[config.mk]
export PLATFORM = sky130hd
export DESIGN_NAME = viterbi_frame_ctrl_flat
export DESIGN_NICKNAME = d
export VERILOG_FILES = /design/src/rtl/viterbi_frame_ctrl_pkg.sv /design/src/rtl/viterbi_frame_ctrl_if.sv /design/src/rtl/viterbi_frame_ctrl_framer.sv /design/src/rtl/viterbi_frame_ctrl.sv /design/src/flat_wrapper.sv
export SDC_FILE = /design/constraint.sdc
export NUM_CORES = 1
export LEC_CHECK = 0
export CORE_MARGIN = 5
export CORE_UTILIZATION = 33
export CTS_BUF_LIST = sky130_fd_sc_hd__clkbuf_8
export DETAILED_ROUTE_END_ITERATION = 7
export MAX_ROUTING_LAYER = met4
export SLEW_MARGIN = 40
export SYNTH_ARGS = -nofsm -noshare
export SYNTH_HDL_FRONTEND = slang
export SYNTH_SLANG_ARGS = --single-unit
[constraint.sdc]
create_clock -name i_clk -period 3.9 [get_ports i_clk]
set_input_delay 0.585 -clock i_clk [delete_from_list [all_inputs] [get_ports i_clk]]
set_output_delay 0.585 -clock i_clk [all_outputs]
set_load 0.02 [all_outputs]
[src/rtl/viterbi_frame_ctrl_pkg.sv]
// Shared types for the Viterbi frame sequencer: FSM states, code symbol, flush symbol.
// Types only, so there is no latency and no backpressure.
package viterbi_pkg;

    typedef enum logic [2:0] {
        IDLE  = 3'd0,
        CLEAR = 3'd1,
        RUN   = 3'd2,
        FLUSH = 3'd3,
        DRAIN = 3'd4
    } state_e;

    typedef logic [1:0] sym_t;

    localparam sym_t FLUSH_SYM = 2'b00;

    // States in which decoder decisions belong to the current frame
    function automatic logic is_active(input state_e s);
        return (s == RUN) || (s == FLUSH) || (s == DRAIN);
    endfunction

endpackage

[src/rtl/viterbi_frame_ctrl_if.sv]
// Symbol-in / decoder / bit-out bundle of the frame sequencer. The slave side is the controller.
// Wires only: no latency; backpressure is carried by o_sym_ready.
interface viterbi_frame_ctrl_if #(
    parameter int LEN_W = 12
);
    import viterbi_pkg::*;

    logic             i_start;
    logic [LEN_W-1:0] i_frame_len;
    logic             i_abort;
    logic             i_sym_valid;
    sym_t             i_sym_data;
    logic             o_sym_ready;
    logic             o_dec_clear;
    logic             o_dec_valid;
    sym_t             o_dec_data;
    logic             i_dec_valid;
    logic             i_dec_bit;
    logic             o_bit_valid;
    logic             o_bit_data;
    logic             o_bit_last;
    logic             o_busy;
    logic             o_err;

    modport slave (
        input  i_start, i_frame_len, i_abort, i_sym_valid, i_sym_data, i_dec_valid, i_dec_bit,
        output o_sym_ready, o_dec_clear, o_dec_valid, o_dec_data,
               o_bit_valid, o_bit_data, o_bit_last, o_busy, o_err
    );

    modport master (
        output i_start, i_frame_len, i_abort, i_sym_valid, i_sym_data, i_dec_valid, i_dec_bit,
        input  o_sym_ready, o_dec_clear, o_dec_valid, o_dec_data,
               o_bit_valid, o_bit_data, o_bit_last, o_busy, o_err
    );

endinterface

[src/rtl/viterbi_frame_ctrl_framer.sv]
// Counts decoder decisions, drops the warm-up and tail window, and registers info bits with last.
// Latency 1 cycle from i_dec_valid to o_bit_valid; no backpressure, every decision is consumed.
module viterbi_bit_framer #(
    parameter int LEN_W     = 12,
    parameter int DELAY_SYM = 4
) (
    input  logic             i_clk,
    input  logic             i_rst_n,
    input  logic             i_clr,
    input  logic             i_en,
    input  logic [LEN_W+2:0] i_n,
    input  logic             i_dec_valid,
    input  logic             i_dec_bit,
    output logic [LEN_W+2:0] o_dcnt,
    output logic             o_bit_valid,
    output logic             o_bit_data,
    output logic             o_bit_last
);
    localparam int CW = LEN_W + 3;

    logic [CW-1:0] dcnt_q, dcnt_d, win_lo, win_hi;
    logic          in_win, at_last;
    logic          bit_valid_q, bit_data_q, bit_last_q;

    assign win_lo  = CW'(DELAY_SYM);
    assign win_hi  = win_lo + i_n;
    assign dcnt_d  = dcnt_q + 1'b1;
    assign in_win  = (dcnt_q >= win_lo) && (dcnt_q < win_hi);
    assign at_last = (dcnt_q == win_hi - 1'b1);

    always_ff @(posedge i_clk) begin
        if (!i_rst_n) begin
            dcnt_q      <= '0;
            bit_valid_q <= 1'b0;
            bit_data_q  <= 1'b0;
            bit_last_q  <= 1'b0;
        end else begin
            bit_valid_q <= 1'b0;
            bit_data_q  <= 1'b0;
            bit_last_q  <= 1'b0;
            if (i_clr) begin
                dcnt_q <= '0;
            end else if (i_en && i_dec_valid) begin
                dcnt_q <= dcnt_d;
                if (in_win) begin
                    bit_valid_q <= 1'b1;
                    bit_data_q  <= i_dec_bit;
                    bit_last_q  <= at_last;
                end
            end
        end
    end

    assign o_dcnt      = dcnt_q;
    assign o_bit_valid = bit_valid_q;
    assign o_bit_data  = bit_data_q;
    assign o_bit_last  = bit_last_q;

endmodule

[src/rtl/viterbi_frame_ctrl.sv]
// Per-frame sequencer for the Viterbi decoder: clear, symbol gating, flush injection, bit framing.
// Symbols reach the decoder 1 cycle after accept; o_sym_ready is high only in RUN (bits 1 cycle after decision).
module viterbi_frame_ctrl
    import viterbi_pkg::*;
#(
    parameter int LEN_W     = 12,
    parameter int TAIL_LEN  = 2,
    parameter int DELAY_SYM = 4,
    parameter int DRAIN_TO  = 64
) (
    input  logic                 i_clk,
    input  logic                 i_rst_n,
    viterbi_frame_ctrl_if.slave  bus
);
    localparam int CW   = LEN_W + 3;
    localparam int WD_W = $clog2(DRAIN_TO + 1);

    state_e          state_q;
    logic [CW-1:0]   n_q, acnt_q, acnt_d, fcnt_q, fcnt_d, dcnt;
    logic [CW-1:0]   sym_total, dec_total;
    logic [WD_W-1:0] wdog_q, wdog_d;
    logic            dec_clear_q, dec_valid_q, err_q;
    sym_t            dec_data_q;
    logic            framer_en;

    assign sym_total = n_q + CW'(TAIL_LEN);
    assign dec_total = sym_total + CW'(DELAY_SYM);
    assign acnt_d    = acnt_q + 1'b1;
    assign fcnt_d    = fcnt_q + 1'b1;
    assign wdog_d    = wdog_q + 1'b1;

    // Abort wins over every other transition, including the FSM's own exits
    always_ff @(posedge i_clk) begin
        if (!i_rst_n) begin
            state_q     <= IDLE;
            n_q         <= '0;
            acnt_q      <= '0;
            fcnt_q      <= '0;
            wdog_q      <= '0;
            dec_clear_q <= 1'b0;
            dec_valid_q <= 1'b0;
            dec_data_q  <= FLUSH_SYM;
            err_q       <= 1'b0;
        end else begin
            dec_clear_q <= 1'b0;
            dec_valid_q <= 1'b0;
            dec_data_q  <= FLUSH_SYM;
            err_q       <= 1'b0;
            if (state_q != IDLE && bus.i_abort) begin
                state_q     <= IDLE;
                dec_clear_q <= 1'b1;
            end else begin
                case (state_q)
                    IDLE: begin
                        if (bus.i_start) begin
                            if (bus.i_frame_len != '0) begin
                                n_q         <= CW'(bus.i_frame_len);
                                dec_clear_q <= 1'b1;
                                state_q     <= CLEAR;
                            end else begin
                                err_q <= 1'b1;
                            end
                        end
                    end
                    CLEAR: begin
                        acnt_q  <= '0;
                        fcnt_q  <= '0;
                        wdog_q  <= '0;
                        state_q <= RUN;
                    end
                    RUN: begin
                        if (bus.i_sym_valid) begin
                            dec_valid_q <= 1'b1;
                            dec_data_q  <= bus.i_sym_data;
                            acnt_q      <= acnt_d;
                            if (acnt_d == sym_total)
                                state_q <= (DELAY_SYM == 0) ? DRAIN : FLUSH;
                        end
                    end
                    FLUSH: begin
                        dec_valid_q <= 1'b1;
                        fcnt_q      <= fcnt_d;
                        if (fcnt_d == CW'(DELAY_SYM))
                            state_q <= DRAIN;
                    end
                    DRAIN: begin
                        if (dcnt == dec_total) begin
                            state_q <= IDLE;
                        end else if (bus.i_dec_valid) begin
                            wdog_q <= '0;
                        end else begin
                            wdog_q <= wdog_d;
                            if (wdog_d == WD_W'(DRAIN_TO)) begin
                                err_q   <= 1'b1;
                                state_q <= IDLE;
                            end
                        end
                    end
                    default: state_q <= IDLE;
                endcase
            end
        end
    end

    assign framer_en = is_active(state_q) && !bus.i_abort;

    logic bit_valid, bit_data, bit_last;

    viterbi_bit_framer #(
        .LEN_W     (LEN_W),
        .DELAY_SYM (DELAY_SYM)
    ) u_framer (
        .i_clk       (i_clk),
        .i_rst_n     (i_rst_n),
        .i_clr       (state_q == CLEAR),
        .i_en        (framer_en),
        .i_n         (n_q),
        .i_dec_valid (bus.i_dec_valid),
        .i_dec_bit   (bus.i_dec_bit),
        .o_dcnt      (dcnt),
        .o_bit_valid (bit_valid),
        .o_bit_data  (bit_data),
        .o_bit_last  (bit_last)
    );

    assign bus.o_sym_ready = (state_q == RUN);
    assign bus.o_busy      = (state_q != IDLE);
    assign bus.o_dec_clear = dec_clear_q;
    assign bus.o_dec_valid = dec_valid_q;
    assign bus.o_dec_data  = dec_data_q;
    assign bus.o_err       = err_q;
    assign bus.o_bit_valid = bit_valid;
    assign bus.o_bit_data  = bit_data;
    assign bus.o_bit_last  = bit_last;

endmodule

[src/flat_wrapper.sv]
// flat-port wrapper written by rule: the top's interface ports become plain ports
module viterbi_frame_ctrl_flat import viterbi_pkg::*;
#(
    parameter int LEN_W     = 12,
    parameter int TAIL_LEN  = 2,
    parameter int DELAY_SYM = 4,
    parameter int DRAIN_TO  = 64
)
  (i_clk, i_rst_n, bus_i_start, bus_i_frame_len, bus_i_abort, bus_i_sym_valid, bus_i_sym_data, bus_i_dec_valid, bus_i_dec_bit, bus_o_sym_ready, bus_o_dec_clear, bus_o_dec_valid, bus_o_dec_data, bus_o_bit_valid, bus_o_bit_data, bus_o_bit_last, bus_o_busy, bus_o_err);
  viterbi_frame_ctrl_if #(.LEN_W(LEN_W)) bus_i ();
  input  logic i_clk;
  input  logic i_rst_n;
  input wire logic [$bits(bus_i.i_start)-1:0] bus_i_start;
  input wire logic [$bits(bus_i.i_frame_len)-1:0] bus_i_frame_len;
  input wire logic [$bits(bus_i.i_abort)-1:0] bus_i_abort;
  input wire logic [$bits(bus_i.i_sym_valid)-1:0] bus_i_sym_valid;
  input wire logic [$bits(bus_i.i_sym_data)-1:0] bus_i_sym_data;
  input wire logic [$bits(bus_i.i_dec_valid)-1:0] bus_i_dec_valid;
  input wire logic [$bits(bus_i.i_dec_bit)-1:0] bus_i_dec_bit;
  output wire logic [$bits(bus_i.o_sym_ready)-1:0] bus_o_sym_ready;
  output wire logic [$bits(bus_i.o_dec_clear)-1:0] bus_o_dec_clear;
  output wire logic [$bits(bus_i.o_dec_valid)-1:0] bus_o_dec_valid;
  output wire logic [$bits(bus_i.o_dec_data)-1:0] bus_o_dec_data;
  output wire logic [$bits(bus_i.o_bit_valid)-1:0] bus_o_bit_valid;
  output wire logic [$bits(bus_i.o_bit_data)-1:0] bus_o_bit_data;
  output wire logic [$bits(bus_i.o_bit_last)-1:0] bus_o_bit_last;
  output wire logic [$bits(bus_i.o_busy)-1:0] bus_o_busy;
  output wire logic [$bits(bus_i.o_err)-1:0] bus_o_err;
  assign bus_i.i_start = bus_i_start;
  assign bus_i.i_frame_len = bus_i_frame_len;
  assign bus_i.i_abort = bus_i_abort;
  assign bus_i.i_sym_valid = bus_i_sym_valid;
  assign bus_i.i_sym_data = bus_i_sym_data;
  assign bus_i.i_dec_valid = bus_i_dec_valid;
  assign bus_i.i_dec_bit = bus_i_dec_bit;
  assign bus_o_sym_ready = bus_i.o_sym_ready;
  assign bus_o_dec_clear = bus_i.o_dec_clear;
  assign bus_o_dec_valid = bus_i.o_dec_valid;
  assign bus_o_dec_data = bus_i.o_dec_data;
  assign bus_o_bit_valid = bus_i.o_bit_valid;
  assign bus_o_bit_data = bus_i.o_bit_data;
  assign bus_o_bit_last = bus_i.o_bit_last;
  assign bus_o_busy = bus_i.o_busy;
  assign bus_o_err = bus_i.o_err;
  viterbi_frame_ctrl #(.LEN_W(LEN_W), .TAIL_LEN(TAIL_LEN), .DELAY_SYM(DELAY_SYM), .DRAIN_TO(DRAIN_TO)) u_core (.i_clk(i_clk), .i_rst_n(i_rst_n), .bus(bus_i));
endmodule
==> results of run 1 <==
kinds of logic (layout without fill, tap and decap cells):
family | count (synthesis) | count (layout) | synth area share [%]
compound gates | 133 | 133 | 15.1
mux | 19 | 19 | 3.20
simple gates | 365 | 365 | 33.4
fa+ha+maj | 25 | 25 | 5.23
buf+inv | 61 | 71 | 4.25
xor+xnor | 85 | 85 | 13.8
flops | 75 | 75 | 25.1
area by class of cell:
cell class | instances | share of cell area, %
clock inverters | 7 | 1.22
well taps | 229 | 4.31
flip-flops and latches | 75 | 22.6
inverters | 16 | 0.903
clock buffers | 9 | 1.86
multi-input cells | 627 | 63.6
repair buffers | 39 | 5.53
metal layers:
metal	part of all wire (%)	track usage (%)	vias up
met5	0	-	-
met4	1.4	4.07	0
met3	3.5	2.83	13
met2	47	24.8	95
met1	48	20.5	2503
li1	-	-	2743
flip-flops by register name, summed over array words and instances (netlist names):
name                         count
u_core.bus.o_err                 1
u_core.u_framer.o_bit_valid      1
u_core.bus.o_dec_data            2
u_core.u_framer.o_dcnt          15
u_core.bus.o_dec_clear           1
u_core.fcnt_q                   15
u_core.acnt_q                   15
u_core.state_q                   3
u_core.wdog_q                    7
u_core.n_q                      12
u_core.u_framer.o_bit_data       1
u_core.u_framer.o_bit_last       1
u_core.bus.o_dec_valid           1
power by group through the flow:
| stage | registers, uW | logic, uW | clock network [uW] |
|---|---|---|---|
| floorplan | 820 | 333 | 0 |
| global placement | 852 | 417 | 0 |
| global route | 840 | 463 | 718 |
| CTS | 835 | 421 | 685 |
| finish | 836 | 419 | 654 |
| detailed placement | 853 | 419 | 0 |
synthesized netlist by cell type, types with 15 or more instances:
cell type	n	area (sq um)
ha_1	25	313
nor3_1	31	155
nand4_1	15	93.8
nor2_1	49	184
xor2_1	26	228
xnor2_1	52	455
nand3_1	51	255
a21oi_1	28	140
nor2b_1	32	200
mux2i_1	18	180
dfxtp_1	75	1500
nand2_1	83	312
clkbuf_1	34	128
o21ai_0	29	145
how the worst min path moves through the flow:
stage                                             start                       endpoint  cells past startpoint
after floorplan           u_core.wdog_q[6]$_SDFFE_PN0P_  u_core.wdog_q[6]$_SDFFE_PN0P_                      2
after global placement    u_core.wdog_q[6]$_SDFFE_PN0P_  u_core.wdog_q[6]$_SDFFE_PN0P_                      2
after detailed placement  u_core.wdog_q[6]$_SDFFE_PN0P_  u_core.wdog_q[6]$_SDFFE_PN0P_                      2
after CTS                 u_core.wdog_q[6]$_SDFFE_PN0P_  u_core.wdog_q[6]$_SDFFE_PN0P_                      2
after global routing      u_core.wdog_q[6]$_SDFFE_PN0P_  u_core.wdog_q[6]$_SDFFE_PN0P_                      2
final                     u_core.wdog_q[6]$_SDFFE_PN0P_  u_core.wdog_q[6]$_SDFFE_PN0P_                      2
critical path, stage by stage (launching register included):
cell,delay (ns)
dfxtp_1,0.55
ha_1,0.44
inv_1,0.06
or3_1,0.44
xnor2_1,0.35
inv_1,0.15
ha_1,0.31
nand4_1,0.10
nor2_1,0.06
a211oi_1,0.22
o2111ai_1,0.13
a31oi_1,0.28
o2111a_1,0.23
per-stage QoR:
step	util (%)	setup slack (ns)
2_1_floorplan	-	0.965
3_3_place_gp	36.0	0.596
3_5_place_dp	36.0	0.524
4_1_cts	37.1	0.468
5_1_grt	37.1	0.265
6_report	37.1	0.508
==> out/results.ini, run 1 <==
[power_and_ir_drop]
vdd_ir_drop_max_mv = 0.152
p_leak_uw = 0.00232
p_sw_share_pct = 33.1
power_frac_clock_pct = 34.2
p_switching_uw = 631
power_frac_comb_pct = 22.0
p_seq_share_pct = 43.8
power.internal_uw = 1280
p_total_uw = 1910
power_density_nw_per_um2 = 287

[setup_path]
worst-path-max-fanout = 10
critPathKind = reg -> reg
crit_required_ns = 4.21
ff2ff_setup_slack_ns = 0.51
cp.arrival_ns = 3.70
reg2reg_depth = 12
crit_path_start = u_core.n_q[3]$_SDFFE_PN0P_
cp-endpoint = u_core.u_framer.o_bit_last$_SDFF_PP0_
worstReg2RegEnd = u_core.u_framer.o_bit_last$_SDFF_PP0_
startpoint_type = register
r2r-start = u_core.n_q[3]$_SDFFE_PN0P_
end_kind = register

[cts]
postCtsSetupBuffers = 0
cts_tree = built
clock-sinks = 75
h-tree-depth = 3
post_cts_resized = 0
cts_buffers = 9
cts_hold_buf = 0
cts_root_buffer = clkbuf_8
clockBufferDepth = 2
clk_pin_slew_ns = 0.09
insertion_delay_ns = 0.38

[global_routing]
grt_max_degree = 26
overflow = 0
grtUsageTotal_pct = 15.6
antenna_found_initial = 0
grt_pass1_vias = 4984
grt_pass1_wl_um = 25500

[drt]
drtIter0Drc = 290
ant_nets = 0
vias = 5354
routed_wl_um = 15300
wire_per_inst_um = 15.3
viasPerCell = 5.34
drc = 0
first_pass_iters = 5

[final_layout]
layout_common_cells = 83 x nand2_1, 75 x dfxtp_1, 52 x xnor2_1
design_area_sq_um = 6650
area_growth_pct = 11.1
fillers = 1904
final_nets = 814
layout-drive-gt1-share_pct = 6.86
num_antenna_cells = 0
seq_area_sq_um = 1500
multi_input_area_sq_um = 4230
final_cells = 1002
layout_commonest_cell = nand2_1

[yosys]
synth-seq-cells = 75
synthCells = 763
ys_async_sr_fraction_pct = 0
synthesis.area_sq_um = 5980
synth_fp_nets = 809
synth_edf_count = 0
yosysWarningCount = 0
ys_seq_area_share_pct = 25.1
yosysUniqueCellTypes = 81
avgSynthCellArea_sq_um = 7.84
yosys_most_used_dff = dfxtp_1

[placement]
dp_hpwl_um = 11400
post_dp_cell_area_sq_um = 6440
gp_congestion = 0.912
numPortBuffers = 30
placedCellCount = 986

[floorplanning]
rows = 49
ios = 31
start_util_pct = 33.4
fp.dieW_um = 145
die-area_sq_um = 20900
design.core.area_sq_um = 17900
die_h_um = 145

[sta]
finalCritPeriodShare_pct = 87.0
rsz0062_at_grt = no
min_period_ns = 3.39
fmax_mhz = 295
finalHoldViolations = 0
hold_ws_ns = 0.478
setup_viol_count_final = 0
slew_violations = 0
tns_ns = 0
fin_worst_skew_ns = 0.0184
tightest_slew_ns = 0.629
maxSlewHeadroom_pct = 57.7

[min_path]
hold_path.class = reg -> reg

[status]
status = complete, no violations

[flow_run]
maxCapViolCount = 0

No activity file was read; power rests on OpenSTA's default activity.
==> inputs of run 2 (changes only) <==
--- a/config.mk
+++ b/config.mk
@@ -10,7 +10,7 @@
 export CTS_BUF_LIST = sky130_fd_sc_hd__clkbuf_8
 export DETAILED_ROUTE_END_ITERATION = 7
 export MAX_ROUTING_LAYER = met4
-export SLEW_MARGIN = 40
 export SYNTH_ARGS = -nofsm -noshare
 export SYNTH_HDL_FRONTEND = slang
+export SYNTH_HIERARCHICAL = 1
 export SYNTH_SLANG_ARGS = --single-unit
==> run 2 against run 1 <==
Net effect: area after synthesis is 1.0% higher; sequential share of layout area fell by 0.16 points; critical path depth fell by 4; critical path type unchanged; non-clock buffer count is 5 higher; total power is 3.3% lower; register-to-register slack worse by 0.07 ns; largest power group unchanged; sequential cell count is the same; first-iteration DRC count up 76%; die area up 0.98%.
==> out/results.ini, run 2 <==
[floorplanning]
rows = 49  ; unchanged
die-area_sq_um = 21100  ; +0.98%
ios = 31  ; unchanged
start_util_pct = 33.5  ; +0.12 points
die_h_um = 145  ; +0.49%
design.core.area_sq_um = 18000  ; +0.68%
fp.dieW_um = 145  ; +0.49%

[setup_path]
startpoint_type = register
end_kind = register
worst-path-max-fanout = 20  ; +10
critPathKind = reg -> reg
crit_path_start = u_core/n_q[3]$_SDFFE_PN0P_
r2r-start = u_core/n_q[3]$_SDFFE_PN0P_
cp.arrival_ns = 3.71  ; about the same
crit_required_ns = 4.15  ; -0.06 ns

[final_layout]
layout-drive-gt1-share_pct = 6.65  ; -0.21 points
multi_input_area_sq_um = 4240  ; +0.27%
layout_commonest_cell = nor2_1
layout_common_cells = 79 x nor2_1, 75 x dfxtp_1, 59 x xnor2_1
seq_area_sq_um = 1500  ; unchanged
fillers = 1908  ; +0.21%
final_nets = 822  ; +0.98%
area_growth_pct = 10.7
final_cells = 1011  ; +0.90%
num_antenna_cells = 0  ; unchanged
fin_util_pct = 37.1  ; about the same

[cts]
h-tree-depth = 3  ; unchanged
post_cts_resized = 0  ; unchanged
clock-sinks = 75  ; unchanged
postCtsSetupBuffers = 0  ; unchanged
cts_hold_buf = 0  ; unchanged
insertion_delay_ns = 0.37  ; about the same
clk_pin_slew_ns = 0.08  ; about the same
cts_tree = built
cts_buffers = 9  ; unchanged
cts_root_buffer = clkbuf_8
clockBufferDepth = 2  ; unchanged

[flow_run]
maxCapViolCount = 0  ; unchanged

[yosys]
synth_top_area_cell = dfxtp_1
ys_async_sr_fraction_pct = 0  ; unchanged
ys_seq_area_share_pct = 24.8  ; -0.26 points
synth_edf_count = 0  ; unchanged
yosysMostFrequentCell = nor2_1
synth_area_leaders = dfxtp_1 25%, xnor2_1 8.5%, nor2_1 4.9%, ha_1 4.8%, xor2_1 3.8%
synth_top_area_share_pct = 24.8  ; -0.26 points
avgSynthCellArea_sq_um = 7.89  ; +0.65%
yosysWarningCount = 6  ; +6
synthCells = 766  ; +0.39%
synth-seq-cells = 75  ; unchanged
synth_common_cells = 79 x nor2_1, 75 x dfxtp_1, 59 x xnor2_1
synthesis.area_sq_um = 6050  ; +1.0%
yosysUniqueCellTypes = 78  ; -3.7%
yosys_most_used_dff = dfxtp_1

[drt]
drc = 0  ; unchanged
vias = 5547  ; +3.6%
drtIter0Drc = 510  ; +76%
routed_wl_um = 15900  ; +3.9%
ant_nets = 0  ; unchanged
viasPerCell = 5.49  ; +2.7%
wire_per_inst_um = 15.7  ; +3.0%
first_pass_iters = 5  ; unchanged

[min_path]
hold_path.class = reg -> reg
min_from = u_core/wdog_q[6]$_SDFFE_PN0P_

[sta]
tightest_slew_ns = 0.980  ; +0.351 ns
finalHoldViolations = 0  ; unchanged
maxSlewHeadroom_pct = 34.4  ; -23 points
rsz0062_at_grt = no
finalCritPeriodShare_pct = 88.8  ; +1.8 points
hold_ws_ns = 0.471  ; -0.00677 ns
fmax_mhz = 289  ; -2.0%
min_period_ns = 3.46  ; +0.0690 ns
fin_worst_skew_ns = 0.0138  ; -0.00462 ns
slew_violations = 0  ; unchanged
setup_viol_count_final = 0  ; unchanged
tns_ns = 0  ; unchanged

[placement]
numPortBuffers = 30  ; unchanged
dp_hpwl_um = 11600  ; +1.7%
gp_congestion = 0.858  ; -5.9%
placedCellCount = 996  ; +1.0%

[global_routing]
grt_max_degree = 36  ; +38%
grtUsageTotal_pct = 15.3  ; -0.29 points
antenna_found_initial = 0  ; unchanged
grt_pass1_wl_um = 26300  ; +3.2%
overflow = 0  ; unchanged
grt_pass1_vias = 5069  ; +1.7%

[power_and_ir_drop]
vdd_ir_drop_max_mv = 0.172  ; +13%
p_total_uw = 1850  ; -3.3%
p_leak_uw = 0.00229  ; -1.5%
power_density_nw_per_um2 = 276  ; -4.0%

[status]
status = complete, no violations

run 2: cell types whose count changed in the layout (fill, tap and decap cells not counted), moves of 7 or more:
cell,previous run,this run
nor2_1,49,79
nor2b_1,32,5
nand2_1,83,58
a21oi_1,28,39
and2_1,14,6
and3_1,12,20
nor3_1,31,23
nand3_1,51,44
nor4_1,11,18
o21a_1,10,3
xnor2_1,52,59
run 2: area by class of cell:
class | count | share of cell area [%]
Inverter | 19 | 1.07
Timing Repair Buffer | 44 | 6.05
Multi-Input combinational cell | 629 | 63.3
Tap cell | 229 | 4.28
Clock inverter | 5 | 0.804
Sequential cell | 75 | 22.4
Clock buffer | 10 | 2.06
run 2: cells by family (layout without fill, tap and decap cells):
| kind of cell | after synthesis | after routing | share of synthesized area (%) |
|---|---|---|---|
| compound gates | 156 | 156 | 17.3 |
| buf+inv | 67 | 78 | 5.40 |
| xor+xnor | 92 | 92 | 14.7 |
| simple gates | 330 | 330 | 29.3 |
| mux | 20 | 20 | 3.31 |
| fa+ha+maj | 25 | 25 | 5.11 |
| flops | 75 | 75 | 24.8 |
| other cells | 1 | 6 | 0.0620 |
run 2: critical path: stages, from the launching register on:
cell,delay [ns]
dfxtp_1,0.77
nand4_4,0.32
o311a_1,0.44
nor3_1,0.26
xor2_1,0.11
or3_1,0.40
a2111oi_4,0.57
or4_1,0.36
o21ai_1,0.11
run 2: routing by layer:
layer,part of all wire (%),routed length [um],vias to the layer above,global-route usage (%)
met5,0,0,-,-
met3,4.8,762,31,3.05
met2,45,7200,117,23.0
li1,-,-,2806,-
met1,47,7480,2593,20.2
met4,2.9,461,0,5.83
run 2: where the power goes:
| part | internal, uW | switching, uW | leakage [uW] | total, uW |
|---|---|---|---|---|
| Clock | 307 | 311 | 0.000102 | 618 |
| Combinational | 173 | 224 | 0.00158 | 398 |
| Sequential | 782 | 47.3 | 0.000607 | 830 |
| Total | 1260 | 582 | 0.00229 | 1850 |
run 2: worst paths after layout:
| path | to | cells after the start | slack (ns) |
|---|---|---|---|
| setup / recovery | u_core/wdog_q[2]$_SDFFE_PN0P_ | 8 | 0.44 |
| hold / removal | u_core/wdog_q[6]$_SDFFE_PN0P_ | 2 | 0.47 |
| setup reg to reg | u_core/wdog_q[2]$_SDFFE_PN0P_ | 8 | 0.44 |
| hold reg to reg | u_core/wdog_q[6]$_SDFFE_PN0P_ | 2 | 0.47 |
run 2: metrics by stage:
stage / cell area (sq um) / setup WS (ns)
after floorplan: 6060 / 1.04
after global placement: 6500 / 0.534
after detailed placement: 6500 / 0.491
after CTS: 6700 / 0.467
after global routing: 6700 / 0.150
final: 6700 / 0.439
==> variant (settings of run 1) <==
`LEN_W` is set to 12 in 4 places; all go to 24.
--- a/src/rtl/viterbi_frame_ctrl_if.sv
+++ b/src/rtl/viterbi_frame_ctrl_if.sv
@@ -1,7 +1,7 @@
 // Symbol-in / decoder / bit-out bundle of the frame sequencer. The slave side is the controller.
 // Wires only: no latency; backpressure is carried by o_sym_ready.
 interface viterbi_frame_ctrl_if #(
-    parameter int LEN_W = 12
+    parameter int LEN_W = 24
 );
     import viterbi_pkg::*;
 
--- a/src/rtl/viterbi_frame_ctrl_framer.sv
+++ b/src/rtl/viterbi_frame_ctrl_framer.sv
@@ -1,7 +1,7 @@
 // Counts decoder decisions, drops the warm-up and tail window, and registers info bits with last.
 // Latency 1 cycle from i_dec_valid to o_bit_valid; no backpressure, every decision is consumed.
 module viterbi_bit_framer #(
-    parameter int LEN_W     = 12,
+    parameter int LEN_W     = 24,
     parameter int DELAY_SYM = 4
 ) (
     input  logic             i_clk,
--- a/src/rtl/viterbi_frame_ctrl.sv
+++ b/src/rtl/viterbi_frame_ctrl.sv
@@ -3,7 +3,7 @@
 module viterbi_frame_ctrl
     import viterbi_pkg::*;
 #(
-    parameter int LEN_W     = 12,
+    parameter int LEN_W     = 24,
     parameter int TAIL_LEN  = 2,
     parameter int DELAY_SYM = 4,
     parameter int DRAIN_TO  = 64
--- a/src/flat_wrapper.sv
+++ b/src/flat_wrapper.sv
@@ -1,7 +1,7 @@
 // flat-port wrapper written by rule: the top's interface ports become plain ports
 module viterbi_frame_ctrl_flat import viterbi_pkg::*;
 #(
-    parameter int LEN_W     = 12,
+    parameter int LEN_W     = 24,
     parameter int TAIL_LEN  = 2,
     parameter int DELAY_SYM = 4,
     parameter int DRAIN_TO  = 64
Ports: changed (resized bus_i_frame_len); port bits go from 31 to 43. No check against the original RTL was run, so the function may have changed too.
==> variant against run 1 <==
- synthesized area increased by 72%
- sequential share of layout area down 2.2 points
- worst setup slack worse by 0.33 ns
- final area is 83% higher
- wire length is 100% higher
- die area up 66%
- sequential cell count rose by 48
- maximum frequency fell by 8.8%
- total power increased by 80%
- worst hold slack better by 0.011 ns
- via count is 89% higher
- critical path type unchanged
- largest cell class unchanged
==> variant: results (changes against run 1) <==
metric,value,unit,change
Clock Skew,0.0128,ns,-0.00562 ns
crit-path max cell delay,0.60,ns,+0.05 ns
Num CTS Buffers,17,,+8
Final Wtd Congestion,0.977,,+7.2%
Synth Area in Compound Gates,0.157,,+0.00615
sequential area share after synthesis,0.240,,-0.0114
Reg-to-Reg End,u_core.wdog_q[2],,
crit path DAT,4.07,ns,+0.37 ns
clk_lat worst skew,0.46,ns,+0.08 ns
"Distinct cells, synth",86,,+6.2%
vias,10100,,+89%
routed length per instance,16.7,microns,+9.6%
R2R Setup Slk,0.18,ns,-0.33 ns
Post-synth top cells,"nor2_1 (165), xnor2_1 (129), dfxtp_1 (123)",,
vias in the first global route,9614,,+93%
Leak,0.00442,uW,+90%
Post-DP HPWL,23600,microns,+110%
proportion of layout cells with a drive suffix above 1,0.137,,+0.0681
mux share of post-synthesis cell area,0.0340,,+0.00197
Critical Path Start,u_core.n_q[2],,
Top delay family on crit path,simple AND/OR/NAND/NOR gates,,
Slowest cell on crit path,or4_4,,
Mapped Nets,1432,,+77%
H-tree Lvls,4,,+1
first-pass GRT wire length,50500,microns,+98%
maximum VDD drop,0.000195,V,+29%
status,"finished, final reports clean",,
initial DRC count,872,,+200%
port bufs,42,,+40%
synth top area cells,"dfxtp_1 (24%), xnor2_1 (11%), nor2_1 (6.0%), xor2_1 (4.9%), ha_1 (4.5%)",,
gr usage total,0.177,,+0.0213
critical path peak fanout,6,,-4
variant: cell type report:
type	count	area (sq um)
clock inverters	14	160
flip-flops and latches	123	2480
multi-input cells	1116	7530
clock buffers	18	248
well taps	396	495
repair buffers	133	1120
fillers	3133	18500
inverters	38	143
variant: where the power goes:
| part | leakage, uW | internal (uW) | switching, uW |
|---|---|---|---|
| Combinational | 0.00322 | 379 | 499 |
| Clock | 0.000199 | 599 | 616 |
| Sequential | 0.00100 | 1290 | 54.2 |
| Total | 0.00442 | 2260 | 1170 |
variant: worst min-delay path: cells and delay by family (launching register included):
kind	cells	cell delay, ns
flops	1	0.34
compound gates	1	0.05
simple gates	1	0.06
variant: cells by family (layout without fill, tap and decap cells):
logic type / count (synthesis) / after routing
flip-flops: 123 / 123
AO/OA/AOI/OAI: 246 / 246
AND/OR/NAND/NOR: 611 / 611
multiplexers: 34 / 34
adder cells (fa/ha/maj): 37 / 37
XOR/XNOR: 188 / 188
buffers and inverters: 123 / 203
variant: worst max path at each step:
stage,endpoint,slack (ns),cells past startpoint
6_report,u_core.wdog_q[2],0.18,11
3_5_place_dp,u_core.wdog_q[2],0.07,13
5_1_grt,u_core.wdog_q[2],-0.03,11
4_1_cts,u_core.u_framer.o_bit_last,0.04,12
2_1_floorplan,u_core.wdog_q[2],0.01,14
3_3_place_gp,u_core.wdog_q[2],0.15,11
variant: routing by layer:
metal | vias to the layer above | share of wire | track usage
met1 | 4807 | 0.49 | 0.244
met2 | 273 | 0.45 | 0.273
met5 | - | 0 | -
met4 | 0 | 0.018 | 0.0510
met3 | 29 | 0.046 | 0.0226
li1 | 5020 | - | -
variant: through the flow:
step | instances | util | power, uW | area (sq um) | worst slack [ns]
after floorplan | 1362 | - | 1930 | 10300 | 0.0111
after global placement | 1796 | 0.374 | 2200 | 11500 | 0.149
after detailed placement | 1797 | 0.375 | 2210 | 11500 | 0.0661
after CTS | 1829 | 0.388 | 3430 | 11900 | 0.0373
after global routing | 1838 | 0.397 | 3600 | 12200 | -0.0302
final | 1838 | 0.397 | 3430 | 12200 | 0.180
variant: what timing repair did:
| item | CTS | global route |
|---|---|---|
| gates resized for setup | 0 | 47 |
| endpoints found under the setup margin | 0 | 9 |
| buffers inserted | 0 | 9 |
